[config.mk]
export PLATFORM = sky130hd
export DESIGN_NAME = led_driver
export DESIGN_NICKNAME = d
export VERILOG_FILES = /design/src/rtl/led_driver_pkg.sv /design/src/rtl/led_driver_tick_gen.sv /design/src/rtl/led_driver.sv
export SDC_FILE = /design/constraint.sdc
export NUM_CORES = 1
export LEC_CHECK = 0
export CAP_MARGIN = 30
export CELL_PAD_IN_SITES_DETAIL_PLACEMENT = 1
export CELL_PAD_IN_SITES_GLOBAL_PLACEMENT = 1
export CORE_UTILIZATION = 41
export CTS_BUF_LIST = sky130_fd_sc_hd__clkbuf_4 sky130_fd_sc_hd__clkbuf_8
export CTS_CLUSTER_DIAMETER = 60
export CTS_CLUSTER_SIZE = 40
export DETAILED_ROUTE_END_ITERATION = 8
export PLACE_DENSITY = 0.9
export SYNTH_ARGS = -nofsm -noshare
export SYNTH_HDL_FRONTEND = slang
export SYNTH_SLANG_ARGS = --single-unit
[constraint.sdc]
create_clock -name clk -period 3.35 [get_ports clk]
set_input_delay 0.67 -clock clk [delete_from_list [all_inputs] [get_ports clk]]
set_output_delay 0.67 -clock clk [all_outputs]
set_load 0.02 [all_outputs]
[src/rtl/led_driver_pkg.sv]
// Shared definitions for the LED driver: FSM state encoding, mode codes,
// the default prescaler length and the phase-length helper.
package led_driver_pkg;

    typedef enum logic [1:0] {
        ST_IDLE = 2'b00,
        ST_ON   = 2'b01,
        ST_OFF  = 2'b10
    } state_e;

    typedef enum logic [1:0] {
        MODE_STATIC   = 2'b00,
        MODE_BLINK    = 2'b01,
        MODE_STRETCH  = 2'b10,
        MODE_RESERVED = 2'b11
    } mode_e;

    localparam int unsigned TIME_TICK_DEFAULT = 10000;

    // A programmed length of 0 behaves like 1, so the final unit index is max(len,1)-1.
    function automatic logic [15:0] lastUnit(input logic [15:0] len);
        return (len == 16'd0) ? 16'd0 : len - 16'd1;
    endfunction

endpackage

[src/rtl/led_driver_tick_gen.sv]
// Time-unit prescaler: counts 0..TIME_TICK-1 and flags the last count as a tick.
// Kept standalone so input-side filters can reuse the same time base.
module tick_gen
    import led_driver_pkg::*;
#(
    parameter int unsigned TIME_TICK = TIME_TICK_DEFAULT
) (
    input  logic clk,
    input  logic res_n,
    input  logic clr,
    output logic tick
);

    localparam logic [15:0] LAST = 16'(TIME_TICK - 1);

    logic [15:0] cnt_q;

    assign tick = (cnt_q == LAST);

    always_ff @(posedge clk or negedge res_n) begin
        if (!res_n) begin
            cnt_q <= 16'd0;
        end else if (clr || tick) begin
            cnt_q <= 16'd0;
        end else begin
            cnt_q <= cnt_q + 16'd1;
        end
    end

endmodule

[src/rtl/led_driver.sv]
// LED output driver with static, blink and pulse-stretch modes plus a
// combinational bypass when disabled.
module led_driver
    import led_driver_pkg::*;
#(
    parameter int unsigned TIME_TICK = TIME_TICK_DEFAULT
) (
    input  logic        clk,
    input  logic        res_n,
    input  logic        ena,
    input  logic [1:0]  mode,
    input  logic [15:0] on_time,
    input  logic [15:0] off_time,
    input  logic        data_in,
    output logic        data_out,
    output logic        busy
);

    state_e      state_q, state_d;
    logic [15:0] len_q, len_d;
    logic [15:0] unitCnt_q;
    logic [1:0]  modePrev_q;
    logic        prevIn_q;
    logic        armed_q;
    logic        dataOut_q;
    logic        busy_q;

    logic        tick;
    logic        clr;
    logic        isStatic;
    logic        modeChg;
    logic        rise;
    logic        phaseEnd;
    logic        entry;

    assign isStatic = (mode == MODE_STATIC) || (mode == MODE_RESERVED);
    assign modeChg  = (mode != modePrev_q);
    // armed_q masks the first sample after reset so a level held through reset is not seen as an edge.
    assign rise     = armed_q && data_in && !prevIn_q;
    assign phaseEnd = tick && (unitCnt_q == lastUnit(len_q));

    always_comb begin
        state_d = state_q;
        if (!ena || isStatic) begin
            state_d = ST_IDLE;
        end else if (modeChg) begin
            state_d = ((mode == MODE_STRETCH) && rise) ? ST_ON : ST_IDLE;
        end else if (mode == MODE_BLINK) begin
            case (state_q)
                ST_IDLE: if (data_in) state_d = ST_ON;
                ST_ON: begin
                    if (!data_in)      state_d = ST_IDLE;
                    else if (phaseEnd) state_d = ST_OFF;
                end
                ST_OFF: begin
                    if (!data_in)      state_d = ST_IDLE;
                    else if (phaseEnd) state_d = ST_ON;
                end
                default: state_d = ST_IDLE;
            endcase
        end else begin
            case (state_q)
                ST_IDLE: if (rise) state_d = ST_ON;
                ST_ON:   if (phaseEnd) state_d = ST_IDLE;
                default: state_d = ST_IDLE;
            endcase
        end
    end

    // Phase lengths are latched only on entry so mid-phase edits apply to the next phase.
    always_comb begin
        entry = (state_d != state_q) || modeChg;
        len_d = len_q;
        if (entry && (state_d == ST_ON))  len_d = on_time;
        if (entry && (state_d == ST_OFF)) len_d = off_time;
        clr   = entry || (state_d == ST_IDLE);
    end

    tick_gen #(
        .TIME_TICK (TIME_TICK)
    ) u_tick_gen (
        .clk   (clk),
        .res_n (res_n),
        .clr   (clr),
        .tick  (tick)
    );

    always_ff @(posedge clk or negedge res_n) begin
        if (!res_n) begin
            state_q    <= ST_IDLE;
            len_q      <= 16'd0;
            unitCnt_q  <= 16'd0;
            modePrev_q <= MODE_STATIC;
            prevIn_q   <= 1'b0;
            armed_q    <= 1'b0;
            dataOut_q  <= 1'b0;
            busy_q     <= 1'b0;
        end else begin
            state_q    <= state_d;
            len_q      <= len_d;
            if (clr) begin
                unitCnt_q <= 16'd0;
            end else if (tick) begin
                unitCnt_q <= unitCnt_q + 16'd1;
            end
            modePrev_q <= mode;
            prevIn_q   <= data_in;
            armed_q    <= 1'b1;
            dataOut_q  <= isStatic ? data_in : (state_d == ST_ON);
            busy_q     <= (state_d != ST_IDLE);
        end
    end

    assign data_out = ena ? dataOut_q : data_in;
    assign busy     = busy_q;

endmodule

# Yosys cells after proc, flatten, opt, wreduce, memory -nomap -nowiden
# Cells that the tools add are included.
# totals
word_cells,64
output_inout_bits,2
input_bits,38
register_bits,56
# classes
n_eq_ne,11
addsub,3
n_reduce_logical,20
n_mux,21
# op_table
operator,count
$mux 16,6
$add 16x1->16 const B,2
$mux 2,10
$eq 16x14->1 const B,1
$eq 16x16->1,1
$logic_not 16->1,1
$sub 16x1->16 const B,1
$eq 2x2->1 const B,4
$eq 2x1->1 const B,3
$logic_and 1x1->1,6
$logic_not 2->1,3
$pmux 2 s3,1
$reduce_bool 2->1,3
$logic_or 1x1->1,5
$ne 2x2->1,2
$pmux 2 s2,1
$mux 1,3
$logic_not 1->1,2

# Depth between registers and ports, before layout
# Gate-level depths: netlist (run 1).
# logic_depth
word_depth,15
depth_mapped,14
depth_no_buf,11

# Cells and area by module
# Synthesis (run 1) repeated with hierarchy kept, for this count alone.
# unflattened
cells_unflattened,411
area_unflattened_um2,3833.7
# by_module_without_submodules
module,area_per_inst_um2,instances,seq_area_each_um2,cells_each
led_driver,3037.9,1,1001.0,330
tick_gen,795.8,1,400.4,81

# Worst setup path after synthesis (run 1)
# OpenSTA, ideal clock, no wires.
# synth_path
path_kind,reg-to-reg
from,register len_q[6]
to,register len_q[6]
period_less_slack_ns,3.172
stages_incl_launch_ff,12
required_ns,3.227
setup_ns,0.123
path_buffers,2
t_arrival_ns,3.049
slack_ns,0.178
path_cell_list,dfrtp_1 > or4_4 > nor4_4 > nand2_1 > xnor2_1 > a211o_1 > and4_1 > buf_4 > a211o_4 > nand2b_4 > buf_6 > o221a_1
# synth_via
elab_chain_len,14
elab_cells_between_ends,23
classes_between,add/sub (1); eq/ne (4); mux (12); reduce/logical (6)
# synth_lines
element,line,rtl
from (decl),led_driver.sv:20,"logic [15:0] len_q, len_d;"
from (signal assigned),led_driver.sv:100,len_q <= len_d;
$sub 16x1->16 / $logic_not 16->1 (equally long branches),led_driver_pkg.sv:22,return (len == 16'd0) ? 16'd0 : len - 16'd1;
$mux 16 *,led_driver_pkg.sv:22,
$eq 16x16->1 *,led_driver.sv:40,assign phaseEnd = tick && (unitCnt_q == lastUnit(len_q));
$logic_and 1x1->1 *,led_driver.sv:40,
"$mux 2, on equally long branches","led_driver.sv:57, led_driver.sv:53",
"$mux 2, on equally long branches","led_driver.sv:56, led_driver.sv:52",
$pmux 2 s3,led_driver.sv:49,case (state_q)
$mux 2 *,led_driver.sv:48,end else if (mode == MODE_BLINK) begin
$mux 2 *,led_driver.sv:46,end else if (modeChg) begin
$mux 2 *,led_driver.sv:44,if (!ena || isStatic) begin
$ne 2x2->1,led_driver.sv:72,entry = (state_d != state_q) || modeChg;
$logic_or 1x1->1,led_driver.sv:72,
"$logic_and 1x1->1, on equally long branches","led_driver.sv:75, led_driver.sv:74",
$mux 16 / $reduce_bool 2->1 (equally long branches),-,
# Every way passes the cells marked *; elsewhere a longest branch is shown, timed or not.
# A chain may end at the register's enable or synchronous reset.

# Worst setup path in the final report (run 1)
# layout_path
from,register len_q[0]
to,register len_q[11]
# Same word-level chain as after synthesis.

==> reports/summary.json, run 1 <==
{
  "die_h_um": 96.1,
  "cts_tree": "built",
  "final_period_minus_worst_setup_slack_ns": 3.41,
  "clk_transition_reported_paths_ns": 0.11,
  "cap_violations": 0,
  "pre_cts_slack_ns": -0.243,
  "initial_core_util_pct": 43.3,
  "core_region_area_um2": 8380,
  "cts.path.max_buffers": 2,
  "via_count_of_the_first_global_routing_pass": 3621,
  "dieArea_um2": 9230,
  "pwr_density_cell_nw_per_um2": 468,
  "synth_enable_flop_cells": 0,
  "cp_data_required_time_ns": 3.56,
  "detail_route.vias_per_cell": 6.27,
  "failing_checks": "negative setup slack",
  "area_growth_pct": 26.9,
  "die_w_um": 96.1,
  "share_of_flip_flops_with_an_asynchronous_set_or_reset_pct": 100,
  "num_ports": 40,
  "worst_setup_path_startpoint": "len_q[0]$_DFFE_PN0P_",
  "groute.usage.overall_pct": 26.5,
  "htreeDepth": 2,
  "grt_pass1_wl_mm": 18.4,
  "drt_iter0_markers": 277,
  "synth_flop_cell": "sky130_fd_sc_hd__dfrtp_1",
  "total_power_mw": 2.15,
  "mean_cell_area_of_the_mapped_netlist_um2": 9.38,
  "cts_inserted_buffers": 5,
  "most-common-layout-cells": "sky130_fd_sc_hd__dfrtp_1, sky130_fd_sc_hd__nor2_1, sky130_fd_sc_hd__clkdlybuf4s50_1",
  "worstSkewPairLatency_ns": 0.32,
  "slew_viol_final": 0,
  "regToRegStartpoint": "len_q[0]$_DFFE_PN0P_",
  "gp_routability_congestion": 1.05,
  "peakVddDrop_mv": 0.211,
  "crit_path_end_kind": "register",
  "crit_path_max_incr_delay_ns": 0.40,
  "worst_slack_ns": -0.0591,
  "power.static_leakage_nw": 1.80,
  "drt.antenna.violating_nets": 0,
  "synthesis.nets": 430,
  "finalSetupViolations": 10,
  "mappedNetlistArea_um2": 3630,
  "max_clock_freq_ghz": 0.293,
  "firstDrtPassIters": 5,
  "detail_route.drc_violations": 0,
  "crit_type": "reg -> reg",
  "min-delay-path-class": "in -> async",
  "wl_per_cell_um": 22.6,
  "finalSetupTns_ns": -0.175,
  "max_slew_margin_pct": 54.6,
  "layout.cells.most_common": "sky130_fd_sc_hd__dfrtp_1",
  "dpl-instance-area_um2": 4260,
  "std_cell_rows": 33,
  "worst_path_dominant_cell_family": "simple AND/OR/NAND/NOR gates",
  "antenna_found_initial": 0,
  "cp_cell_sequence": "inv_1 > ha_1 > nor3b_4 > buf_4 > nand4_1 > buf_4 > or2_4 > buf_2 > o31a_1 > o32ai_2 > o211a_1 > nand3_2 > buf_4 > or2_2 > o221a_2",
  "final_layout_size_suffix_gt1_share_pct": 23.3,
  "synth_cells": 387,
  "synth_sequential_area_ratio_pct": 38.6,
  "diodes": 0,
  "vias": 3505,
  "critPathLaunchType": "register",
  "total_congestion_overflow": 0,
  "report.final.hold_viol_count": 0,
  "yosysWarnings": 0,
  "dp_cells": 540,
  "status": "finished, violations left",
  "cts.sink_count": 56,
  "cp_max_fo": 17,
  "path_buf_inv": 5,
  "cpMaxStageDelayCell": "sky130_fd_sc_hd__dfrtp_1",
  "layout.cell_area.non_filler_um2": 4600,
  "synth.ff_latch_count": 56,
  "final_cells": 559,
  "detailedPlacementHpwl_mm": 8.25,
  "synth_cell_type_count": 70,
  "cp_common_cell": "sky130_fd_sc_hd__buf_4",
  "total_routed_wirelength_mm": 12.6,
  "root_buffer_cell": "sky130_fd_sc_hd__clkbuf_8",
  "io_buffer_count": 39,
  "crit_arrival_ns": 3.62,
  "design.final.nets": 496,
  "timing.final.crit_share_pct": 102,
  "timing.clock.skew_ns": 0.00670,
  "worst_slew_pin_slew_ns": 0.675,
  "grt_max_degree": 33
}
cells by family after synthesis:
group	Yosys count	share of synthesized area, %
and+or+nand+nor	176	25.9
AOI/OAI and AO/OA	72	16.8
DFF	56	38.6
xor gates and xnor gates	46	11.7
buffers and inverters	27	3.93
adders and majority gates	5	1.72
muxes	4	1.21
other	1	0.103
worst paths after layout:
kind | to | slack, ns | cells past startpoint
setup / recovery | len_q[11]$_DFFE_PN0P_ | -0.06 | 15
hold / removal | u_tick_gen.cnt_q[4]$_DFF_PN0_ | 0.36 | 1
setup reg to reg | len_q[11]$_DFFE_PN0P_ | -0.06 | 15
hold reg to reg | u_tick_gen.cnt_q[0]$_DFF_PN0_ | 0.49 | 1
max in group asynchronous | len_q[8]$_DFFE_PN0P_ | 2.09 | 2
min in group clk | u_tick_gen.cnt_q[0]$_DFF_PN0_ | 0.49 | 1
layer usage:
metal	vias up	global-route usage, %	share of wire [%]
li1	1541	-	-
met1	1751	32.2	40
met2	162	45.0	50
met3	51	5.53	5.5
met4	0	12.1	4.6
met5	-	0	0
registers in the layout (all words and copies together), names as in the netlist:
| name | flops |
|---|---|
| len_q | 16 |
| u_tick_gen.cnt_q | 16 |
| unitCnt_q | 16 |
| modePrev_q | 2 |
| state_q | 2 |
| armed_q | 1 |
| busy | 1 |
| dataOut_q | 1 |
| prevIn_q | 1 |
cells in the mapped netlist, types with 5 or more instances:
library cell               number  area (um^2)
sky130_fd_sc_hd__xor2_1        24          210
sky130_fd_sc_hd__a21oi_1        5         25.0
sky130_fd_sc_hd__nand3_1       18         90.1
sky130_fd_sc_hd__or2_2         16          100
sky130_fd_sc_hd__xnor2_1       20          175
sky130_fd_sc_hd__clkbuf_1       7         26.3
sky130_fd_sc_hd__and3_1         9         56.3
sky130_fd_sc_hd__a31oi_1        5         31.3
sky130_fd_sc_hd__nor3_1        27          135
sky130_fd_sc_hd__nor4_1         7         43.8
sky130_fd_sc_hd__inv_1          8         30.0
sky130_fd_sc_hd__ha_1           5         62.6
sky130_fd_sc_hd__o21ai_0        9         45.0
sky130_fd_sc_hd__nand2_1       18         67.6
sky130_fd_sc_hd__o221a_1       13          146
sky130_fd_sc_hd__nand4_1       12         75.1
sky130_fd_sc_hd__dfrtp_1       56         1400
sky130_fd_sc_hd__nor2_1        47          176
sky130_fd_sc_hd__buf_2          6         30.0
final cells by class:
cell class              count  area [um^2]
inverters                   8         30.0
repair buffers             77          697
clock buffers               5         68.8
multi-input cells         305         2250
flip-flops and latches     56         1400
fillers                   942         3780
well taps                 105          131
clock inverters             3         23.8
worst reg2reg max path, delay by kind of cell, from the launching register on:
| family | cells | cell delay, ns |
|---|---|---|
| AOI/OAI and AO/OA | 4 | 0.84 |
| and+or+nand+nor | 5 | 1.03 |
| adders and majority gates | 1 | 0.17 |
| buffers and inverters | 5 | 0.82 |
| DFF | 1 | 0.40 |
repair_timing:
action                     4_1_cts  5_1_grt
buffers inserted                 4        6
hold endpoints to repair         0        0
setup endpoints to repair       49       51
pin swaps                        2        5
hold buffers                     0        0
gates cloned                     1        0
resized for setup                8       27
stage by stage:
| step | hold slack [ns] | utilization, % |
|---|---|---|
| floorplan | 0.374 | - |
| global placement | 0.455 | 50.8 |
| detailed placement | 0.474 | 50.8 |
| CTS | 0.372 | 53.0 |
| global route | 0.392 | 54.9 |
| finish | 0.362 | 54.9 |
report_power, final:
group          internal (mW)  switching, mW  leakage [nW]
Combinational          0.407          0.466          1.03
Sequential             0.758          0.125         0.727
Clock                  0.149          0.250        0.0404
(Power assumes the default switching activity.)
==> run 2, diff against run 1 <==
CAP_MARGIN = 40   (was 30)
CORE_UTILIZATION = 40   (was 41)
CTS_BUF_LIST = unset   (was sky130_fd_sc_hd__clkbuf_4 sky130_fd_sc_hd__clkbuf_8)
PLACE_DENSITY = 0.88   (was 0.9)
==> reports/summary.json, run 2 (synthesized netlist as in run 1, its figures left out) <==
{
  "total_congestion_overflow": 0,
  "cp_data_required_time_ns": 3.61,
  "failing_checks": "negative setup slack",
  "status": "finished, violations left",
  "fill_cells": 976,
  "antenna_found_initial": 0,
  "layout.cells.most_common": "sky130_fd_sc_hd__dfrtp_1",
  "peakVddDrop_mv": 0.215,
  "drt_iter0_markers": 320,
  "final_layout_size_suffix_gt1_share_pct": 23.6,
  "htreeDepth": 2,
  "crit_type": "reg -> reg",
  "clk_transition_reported_paths_ns": 0.11,
  "crit_path_max_incr_delay_ns": 0.59,
  "worst_path_dominant_cell_family": "simple AND/OR/NAND/NOR gates",
  "worst_r2r_path_depth": 11,
  "utilization_pct": 53.8,
  "power.static_leakage_nw": 1.88,
  "worst_setup_path_endpoint": "len_q[15]$_DFFE_PN0P_",
  "cap_violations": 0,
  "multi_input_area_um2": 2200,
  "grt_pass1_wl_mm": 18.7,
  "final_period_minus_worst_setup_slack_ns": 3.51,
  "finalSetupViolations": 16,
  "cts_inserted_buffers": 5,
  "std_cell_rows": 34,
  "layout.cell_area.non_filler_um2": 4720,
  "cp_max_fo": 7,
  "most-common-layout-cells": "sky130_fd_sc_hd__dfrtp_1, sky130_fd_sc_hd__nor2_1, sky130_fd_sc_hd__clkdlybuf4s50_1, sky130_fd_sc_hd__buf_4, sky130_fd_sc_hd__nor3_1",
  "root_buffer_cell": "sky130_fd_sc_hd__clkbuf_8",
  "cts.sink_count": 56,
  "cts_tree": "built",
  "worstSkewPairLatency_ns": 0.32,
  "die_h_um": 97.2,
  "die_w_um": 97.2,
  "cpMaxStageDelayCell": "sky130_fd_sc_hd__or4_4",
  "design.final.nets": 505,
  "worst_slack_ns": -0.159,
  "worstReg2RegEnd": "len_q[15]$_DFFE_PN0P_",
  "detail_route.vias_per_cell": 6.46,
  "reg.largest.list": "len_q x16, u_tick_gen.cnt_q x16, unitCnt_q x16",
  "detailedPlacementHpwl_mm": 7.82,
  "post_cts_hold_buffer_count": 0,
  "seq_area_um2": 1410,
  "path_buf_inv": 2,
  "cts.path.max_buffers": 2,
  "worst_setup_path_startpoint": "len_q[6]$_DFFE_PN0P_",
  "grt_max_degree": 33,
  "timing.final.crit_share_pct": 105,
  "dpl-instance-area_um2": 4310,
  "crit_cells": 11,
  "total_power_mw": 2.20,
  "pwr_density_cell_nw_per_um2": 467,
  "detail_route.drc_violations": 0,
  "gp_routability_congestion": 0.985,
  "report.final.hold_viol_count": 0,
  "initial_core_util_pct": 41.4,
  "timing.clock.skew_ns": 0.0138,
  "vias": 3680,
  "groute.usage.overall_pct": 24.6,
  "area_growth_pct": 30.0,
  "wl_per_cell_um": 23.9,
  "io_buffer_count": 39,
  "crit_path_end_kind": "register",
  "setup_repair_after_global_routing_missed_its_margin": "true",
  "dieArea_um2": 9460,
  "diodes": 0,
  "regToRegStartpoint": "len_q[6]$_DFFE_PN0P_",
  "worst_slew_pin_slew_ns": 0.604,
  "num_ports": 40,
  "cp_cell_sequence": "or4_4 > nor4_4 > buf_4 > xor2_4 > xnor2_2 > a32o_2 > and4_4 > a211o_4 > o21ai_4 > clkbuf_16 > o221a_1",
  "crit_arrival_ns": 3.76,
  "min-delay-path-class": "in -> async",
  "max_clock_freq_ghz": 0.285,
  "firstDrtPassIters": 5,
  "total_routed_wirelength_mm": 13.6,
  "max_slew_margin_pct": 59.4,
  "core_region_area_um2": 8760,
  "via_count_of_the_first_global_routing_pass": 3633,
  "drt.antenna.violating_nets": 0,
  "slew_viol_final": 0,
  "critPathLaunchType": "register",
  "r2r_slack_ns": -0.16
}
run 2: how the worst min path moves through the flow:
stage	from	to	slack [ns]	cells after the start
floorplan	res_n	armed_q$_DFF_PN0_	0.37	0
global placement	u_tick_gen.cnt_q[0]$_DFF_PN0_	u_tick_gen.cnt_q[0]$_DFF_PN0_	0.45	1
detailed placement	u_tick_gen.cnt_q[0]$_DFF_PN0_	u_tick_gen.cnt_q[0]$_DFF_PN0_	0.47	1
CTS	res_n	unitCnt_q[10]$_DFFE_PN0P_	0.33	1
global route	res_n	unitCnt_q[11]$_DFFE_PN0P_	0.37	1
finish	res_n	unitCnt_q[10]$_DFFE_PN0P_	0.34	1
run 2: worst reg2reg max path, delay by kind of cell, from the launching register on:
kind	cells	cell delay [ns]
buf+inv	2	0.41
simple gates	3	1.14
xor+xnor	2	0.35
compound gates	4	1.08
flops	1	0.47
run 2: layout make-up:
cell class	count	share of cell area, %
well taps	108	2.86
repair buffers	86	18.0
inverters	8	0.637
clock buffers	7	2.04
multi-input cells	305	46.7
flip-flops and latches	56	29.8
run 2: report_power, final:
group	switching, mW	total, mW	internal [mW]
sequential	0.130	0.890	0.761
clock	0.226	0.411	0.185
combinational	0.479	0.901	0.423
run 2: through the flow:
| stage | hold WS, ns | setup slack, ns | setup TNS (ns) | instances |
|---|---|---|---|---|
| after floorplan | 0.374 | 0.178 | 0 | 387 |
| after global placement | 0.452 | -0.0102 | -0.0641 | 546 |
| after detailed placement | 0.468 | -0.127 | -1.68 | 547 |
| after CTS | 0.334 | 0.00202 | 0 | 562 |
| after global routing | 0.369 | -0.241 | -6.05 | 570 |
| final | 0.337 | -0.159 | -1.74 | 570 |
run 2: metal layers:
layer,vias up,wire length (um),GRT usage [%]
met5,-,0,0
li1,1564,-,-
met2,235,6800,42.8
met4,0,666,9.50
met1,1807,5190,30.3
met3,74,994,4.17
run 2: timing repair:
item / CTS / global route
pin swaps: 3 / 12
gates resized for setup: 5 / 23
setup endpoints to repair: 50 / 36
setup buffers: 7 / 6
gates cloned: 1 / 4
